## src/rtl/adder_tree_pipe.sv

```systemverilog
// Pipelined N-input adder tree with one register stage per tree level and valid/ready flow control.
// Optional sign handling and output saturation applied in the final stage.
module adder_tree_pipe #(
  parameter int BITS   = 16,
  parameter int NUM    = 4,
  parameter int SIGNED = 0,
  parameter int SAT    = 0,
  localparam int LEVELS = $clog2(NUM),
  localparam int OBITS  = (SAT != 0) ? BITS : BITS + LEVELS
) (
  input  logic                  clk,
  input  logic                  resetn,
  input  logic                  valid,
  output logic                  ready,
  input  logic [NUM*BITS-1:0]   i,
  output logic [OBITS-1:0]      o,
  output logic                  valid_out,
  input  logic                  ready_out
);

  localparam int FW = BITS + LEVELS;
  localparam int NE = 2 * NUM;
  localparam logic [FW-1:0] ONE  = FW'(1);
  localparam logic [FW-1:0] UMAX = (ONE << BITS) - ONE;
  localparam logic [FW-1:0] SMAX = (ONE << (BITS - 1)) - ONE;
  localparam logic [FW-1:0] SMIN = ~SMAX;

  logic [LEVELS-1:0] vld_q, vld_d;
  logic [LEVELS-1:0] cap;
  logic [LEVELS:0]   vin;
  logic [FW-1:0]     lvl_q [LEVELS][NUM];
  logic [FW-1:0]     lvl_d [LEVELS][NUM];
  logic [FW-1:0]     node  [LEVELS][NE];

  function automatic int cnt(input int l);
    return (NUM + (1 << l) - 1) >> l;
  endfunction

  function automatic logic [FW-1:0] ext(input logic [BITS-1:0] x);
    logic [FW-1:0] y;
    if (SIGNED != 0) y = {{LEVELS{x[BITS-1]}}, x};
    else             y = {{LEVELS{1'b0}}, x};
    return y;
  endfunction

  // Full-width final sum reduced to the output range; identity when SAT=0.
  function automatic logic [OBITS-1:0] sat_fn(input logic [FW-1:0] x);
    logic signed [FW-1:0] sx;
    logic [OBITS-1:0]     y;
    sx = signed'(x);
    y  = x[OBITS-1:0];
    if (SAT != 0) begin
      if (SIGNED != 0) begin
        if (sx > signed'(SMAX))      y = OBITS'(SMAX);
        else if (sx < signed'(SMIN)) y = OBITS'(SMIN);
      end else if (x > UMAX) begin
        y = OBITS'(UMAX);
      end
    end
    return y;
  endfunction

  // Tree node view: level 0 is the extended inputs, level l>0 is stage l-1's register.
  // Entries past a level's count stay zero, so an odd trailing entry plus zero is a pass-through.
  always_comb begin
    node = '{default: '0};
    for (int k = 0; k < NUM; k++) node[0][k] = ext(i[k*BITS +: BITS]);
    for (int l = 1; l < LEVELS; l++)
      for (int j = 0; j < NUM; j++) node[l][j] = lvl_q[l-1][j];
  end

  always_comb begin
    logic [FW-1:0] sum;
    sum   = '0;
    cap   = '0;
    vin   = {vld_q, valid};
    vld_d = vld_q;
    lvl_d = lvl_q;
    cap[LEVELS-1] = !vld_q[LEVELS-1] || ready_out;
    for (int s = LEVELS - 2; s >= 0; s--) cap[s] = !vld_q[s] || cap[s+1];
    for (int s = 0; s < LEVELS; s++) begin
      if (cap[s]) vld_d[s] = vin[s];
      if (cap[s] && vin[s]) begin
        for (int j = 0; j < NUM; j++) begin
          sum = (j < cnt(s + 1)) ? node[s][2*j] + node[s][2*j+1] : '0;
          if (s == LEVELS - 1) lvl_d[s][j] = FW'(sat_fn(sum));
          else                 lvl_d[s][j] = sum;
        end
      end
    end
  end

  // Stage registers: one per tree level, the last one holds the (clamped) result.
  always_ff @(posedge clk or negedge resetn) begin
    if (!resetn) begin
      vld_q <= '0;
      lvl_q <= '{default: '0};
    end else begin
      vld_q <= vld_d;
      lvl_q <= lvl_d;
    end
  end

  assign ready     = cap[0];
  assign valid_out = vld_q[LEVELS-1];
  assign o         = lvl_q[LEVELS-1][0][OBITS-1:0];

endmodule

```

## config.mk

```make
export PLATFORM = sky130hd
export DESIGN_NAME = adder_tree_pipe
export DESIGN_NICKNAME = d
export VERILOG_FILES = /design/src/rtl/adder_tree_pipe.sv
export SDC_FILE = /design/constraint.sdc
export NUM_CORES = 1
export LEC_CHECK = 0
export ABC_AREA = 1
export BUFFER_PORTS_ARGS = -buffer_cell sky130_fd_sc_hd__clkbuf_2
export CORE_MARGIN = 1
export CORE_UTILIZATION = 50
export DETAILED_ROUTE_END_ITERATION = 8
export PLACE_DENSITY_LB_ADDON = 0.2
export SETUP_SLACK_MARGIN = 0.3
export SYNTH_ARGS = -nofsm -noshare
export SYNTH_HDL_FRONTEND = slang
export SYNTH_SLANG_ARGS = --single-unit
```

## constraint.sdc

```tcl
create_clock -name clk -period 3.9 [get_ports clk]
set_input_delay 0.975 -clock clk [delete_from_list [all_inputs] [get_ports clk]]
set_output_delay 0.975 -clock clk [all_outputs]
set_load 0.1 [all_outputs]
```

Word-level counts from Yosys, hierarchy flattened
Index checks and enable logic that the tools add are counted.
{ "word_totals": {"input_bits": 68, "word_cells": 14, "latchBits": 0, "output_inout_bits": 20, "mem_bits_rw": 0, "romBits": 0, "reg_bits": 56, "mem_count": 0} }
{ "classes": {"n_lt_le_gt_ge": 0, "muxes": 0, "mul": 0, "eq_ne": 0, "n_shift": 0, "bitwise": 0, "n_addsub": 3, "n_div": 0, "reduce_logical": 6} }
{ "ops": {"columns": ["op", "count"], "rows": [
  ["adder 16 x 16 -> 17 bit", 2],
  ["adder 18 bit", 1],
  ["logical AND 1 bit", 2],
  ["zero test 1 bit", 2],
  ["logical OR 1 bit", 2]
]} }

Longest topological paths before layout
{ "depth": {"ltp_word": 4, "ltp_mapped": 13, "depth_no_buf": 13} }

Worst setup path before layout
Ideal clock, no wire load.
{ "synth_timing": {"path_kind": "register to output", "startpoint": "register vld_q[1]", "endpoint": "output port ready", "stages_incl_launch_ff": 2, "n_path_buf": 0, "t_required_ns": 2.925, "t_arrival_ns": 1.956, "slack_ns": 0.969, "cell_sequence": "dfrtp_1 nand3_1"} }
{ "synth_via": {"elab_chain_len": 3} }
{ "synth_lines": {"columns": ["item", "line", "source"], "rows": [
  ["from (decl)", "28", "logic [LEVELS-1:0] vld_q, vld_d;"],
  ["from (signal assigned)", "99", "vld_q <= vld_d;"],
  ["zero test 1 bit", "79", "cap[LEVELS-1] = !vld_q[LEVELS-1] || ready_out;"],
  ["logical OR 1 bit", "79", null],
  ["logical OR 1 bit", "80", "for (int s = LEVELS - 2; s >= 0; s--) cap[s] = !vld_q[s] || cap[s+1];"],
  ["to (decl)", "14", "output logic ready,"]
]} }
Every way passes these cells.

Final worst setup path
{ "layout_timing": {"startpoint": "input port ready_out", "endpoint": "output port ready"} }
{ "layout_via": {"elab_chain_len": 2} }
{ "layout_lines": {"columns": ["item", "line", "source"], "rows": [
  ["from (decl)", "18", "input logic ready_out"],
  ["logical OR 1 bit", "79", null],
  ["logical OR 1 bit", "80", null]
]} }
Every way passes these cells.

==> run_results.csv <==
group,metric,value,unit
status,outcome,"complete, no violations",
detailed_routing,dr.pass1.iters,4,
setup_path,critical-path-slowest-cell,"clkbuf_2",
setup_path,cpPeakStageDelay,480,ps
synthesis,yosysWarnings,0,
clock_tree,h-tree-depth,2,
detailed_routing,wl_per_cell,10.8,microns
sta,setup_viol,0,
floorplanning,io_pins,88,
clock_tree,clockBufferDepth,2,
clock_tree,insertion_delay,310,ps
grt,antenna_found_initial,0,
clock_tree,root_buffer,"clkbuf_8",
setup_path,critPathTopFamily,"buffers and inverters",
power_and_ir_drop,p_leak,0.00341,uW
detailed_routing,num_vias,4704,
clock_tree,cts_hold_buffers,0,
hold_path,hold_class,"flop to flop",
detailed_routing,wirelength,10800,microns
setup_path,crit_required,2920,ps
floorplanning,die_x,103,microns
grt,grt_pass1_vias,4495,
place,hpwlAfterDp,9060,microns
clock_tree,cts.repair.resized,0,
flow_run,drv_cap,0,
detailed_routing,drcViolationCount,0,
synthesis,yosysSeqAreaShare,0.266,
grt,gr-usage-all-layers,0.230,
synthesis,syn_area_per_cell,6.39,sq um
detailed_routing,drtIter0Drc,185,
setup_path,cp_max_fo,3,
detailed_routing,antenna_left,0,
finish,area_delta_synth_final,10.9,%
sta,hold_viol,0,
finish,drive_gt1_frac,0.149,
hold_path,hold_start,"o[13]",
floorplanning,die-area,10600,sq um
clock_tree,clk_pin_slew,90,ps
grt,gr-total-overflow,0,
setup_path,cp-end-kind,"primary output",
sta,rsz0062_at_grt,"no",
sta,worst_slew_pin_slew,539,ps
grt,grt_pass1_wl,19500,microns
sta,slew-limit-headroom,0.642,
sta,drv_slew,0,
setup_path,cp_num_buf_inv,3,
clock_tree,cts_buffers,5,
floorplanning,fp-row-count,36,
setup_path,reg2reg_from,"lvl_q[108]",
setup_path,crit_top_cell,"clkbuf_2",
synthesis,synth.ff_latch_count,54,
place,port-buffer-count,87,
sta,tns,0,ps
sta,min_period,2660,ps
floorplanning,initial_core_util,0.517,
detailed_routing,viasPerCell,4.71,
synthesis,syn-cell-area,5080,sq um
place,gp_congestion,0.887,
floorplanning,die_h,103,microns
clock_tree,clkSinkCount,54,
power_and_ir_drop,p_total,3140,uW
setup_path,startpoint,"ready_out",
setup_path,crit_chain,"clkbuf_2 -> inv_1 -> nand3_1 -> clkbuf_2",
power_and_ir_drop,power.density,558,nW/um^2
sta,clock_skew,8.13,ps
clock_tree,cts_tree,"yes",
sta,max_freq,376,MHz
grt,grt_max_degree,42,
clock_tree,cts_setup_buffers,0,
synthesis,syn_nets,915,
synthesis,synthCells,795,
finish,finalNetCount,985,
setup_path,start_kind,"primary input",
sta,fin_crit_sh,0.682,
setup_path,worstSetupPathType,"primary input to primary output",
floorplanning,core_area,9820,sq um
setup_path,crit_arrival,1690,ps
synthesis,synth_cell_types,32,
power_and_ir_drop,peakVddDrop,397,uV
finish,antennaDiodeCount,0,
-- sequential cells by signal (all words and copies together), names as in the netlist --
register / flops
vld_q: 2
lvl_q: 34
o: 18
-- tightest hold or removal path: cells and delay by family, from the launching register on --
| kind | cells | cell delay, ps |
|---|---|---|
| DFF | 1 | 350 |
| and+or+nand+nor | 2 | 100 |
-- per-layer routing --
layer | global-route usage | vias up | share of wire
li1 | - | 2575 | -
met1 | 0.306 | 2046 | 0.50
met2 | 0.405 | 79 | 0.47
met3 | 0.0258 | 4 | 0.029
met4 | 0.0444 | 0 | 0.0067
met5 | 0 | - | 0
-- worst paths after layout --
| path | depth (start not counted) | end | slack [ps] |
|---|---|---|---|
| min | 2 | o[13] | 490 |
| max reg2reg | 13 | o[16] | 2030 |
| max in group asynchronous | 2 | lvl_q[124] | 2500 |
| min in group asynchronous | 1 | o[0] | 590 |
| max | 4 | ready | 1240 |
| min reg2reg | 2 | o[13] | 490 |
-- stage by stage --
step | setup WS, ps | util | hold slack (ps) | cells | instance area, sq um
2_1_floorplan | 969 | - | 450 | 795 | 5080
3_3_place_gp | 1250 | 0.563 | 462 | 991 | 5520
3_5_place_dp | 1240 | 0.563 | 468 | 991 | 5520
4_1_cts | 1240 | 0.574 | 493 | 999 | 5630
5_1_grt | 1200 | 0.574 | 502 | 999 | 5630
6_report | 1240 | 0.574 | 486 | 999 | 5630
-- cells in the mapped netlist --
| master | instances | area share |
|---|---|---|
| o21ai_1 | 2 | 0.0020 |
| and2_4 | 2 | 0.0034 |
| nand2_1 | 334 | 0.25 |
| nor2_1 | 35 | 0.026 |
| nor2_2 | 1 | 0.0012 |
| xnor2_1 | 7 | 0.012 |
| inv_2 | 7 | 0.0052 |
| or2_1 | 5 | 0.0062 |
| nand3b_1 | 8 | 0.012 |
| o21ai_0 | 15 | 0.015 |
| fa_1 | 3 | 0.012 |
| buf_4 | 19 | 0.028 |
| nand2_2 | 10 | 0.012 |
| nand4_1 | 2 | 0.0025 |
| nand3b_4 | 1 | 0.0039 |
| nand2_4 | 1 | 0.0022 |
| xor2_1 | 3 | 0.0052 |
| nand3_2 | 4 | 0.0079 |
| dfrtp_1 | 54 | 0.27 |
| a211oi_1 | 1 | 0.0015 |
| nor3_2 | 3 | 0.0059 |
| nor3_1 | 7 | 0.0069 |
| nor2_4 | 2 | 0.0044 |
| or2_0 | 8 | 0.0099 |
| inv_1 | 116 | 0.086 |
| buf_2 | 7 | 0.0069 |
| and2_1 | 4 | 0.0049 |
| a21oi_1 | 30 | 0.030 |
| or2_4 | 1 | 0.0017 |
| nand3_1 | 53 | 0.052 |
| ha_1 | 49 | 0.12 |
| clkbuf_1 | 1 | 0.00074 |
-- placed cells by master (no fill, tap or decap), drive strengths merged, types with 2 or more instances in the layout --
| master | instances |
|---|---|
| nand2 | 345 |
| inv | 123 |
| clkbuf | 93 |
| nand3 | 57 |
| dfrtp | 54 |
| ha | 49 |
| nor2 | 38 |
| a21oi | 30 |
| o21ai | 17 |
| or2 | 14 |
| nor3 | 10 |
| nand3b | 9 |
| xnor2 | 7 |
| and2 | 6 |
| xor2 | 3 |
| fa | 3 |
| buf | 3 |
| nand4 | 2 |
-- report_power, final --
part	leakage (uW)	internal (uW)	total, uW	switching, uW
Sequential	0.000651	729	831	101
Combinational	0.00271	499	1940	1450
Clock	0.0000514	192	369	177
Total	0.00341	1420	3140	1720
-- final cells by class --
cell class	instances	area [sq um]
flip-flops and latches	54	1350
fillers	1005	4190
clock inverters	2	37.5
multi-input cells	591	3090
clock buffers	6	72.6
repair buffers	90	458
well taps	133	166
inverters	123	462
-- kinds of logic after synthesis --
logic type | after synthesis | synth area share
flip-flops | 54 | 0.266
adder cells (fa/ha/maj) | 52 | 0.132
AND/OR/NAND/NOR | 481 | 0.410
XOR/XNOR | 10 | 0.0172
buffers and inverters | 150 | 0.127
AO/OA/AOI/OAI | 48 | 0.0478
No activity file was read; power rests on OpenSTA's default activity.
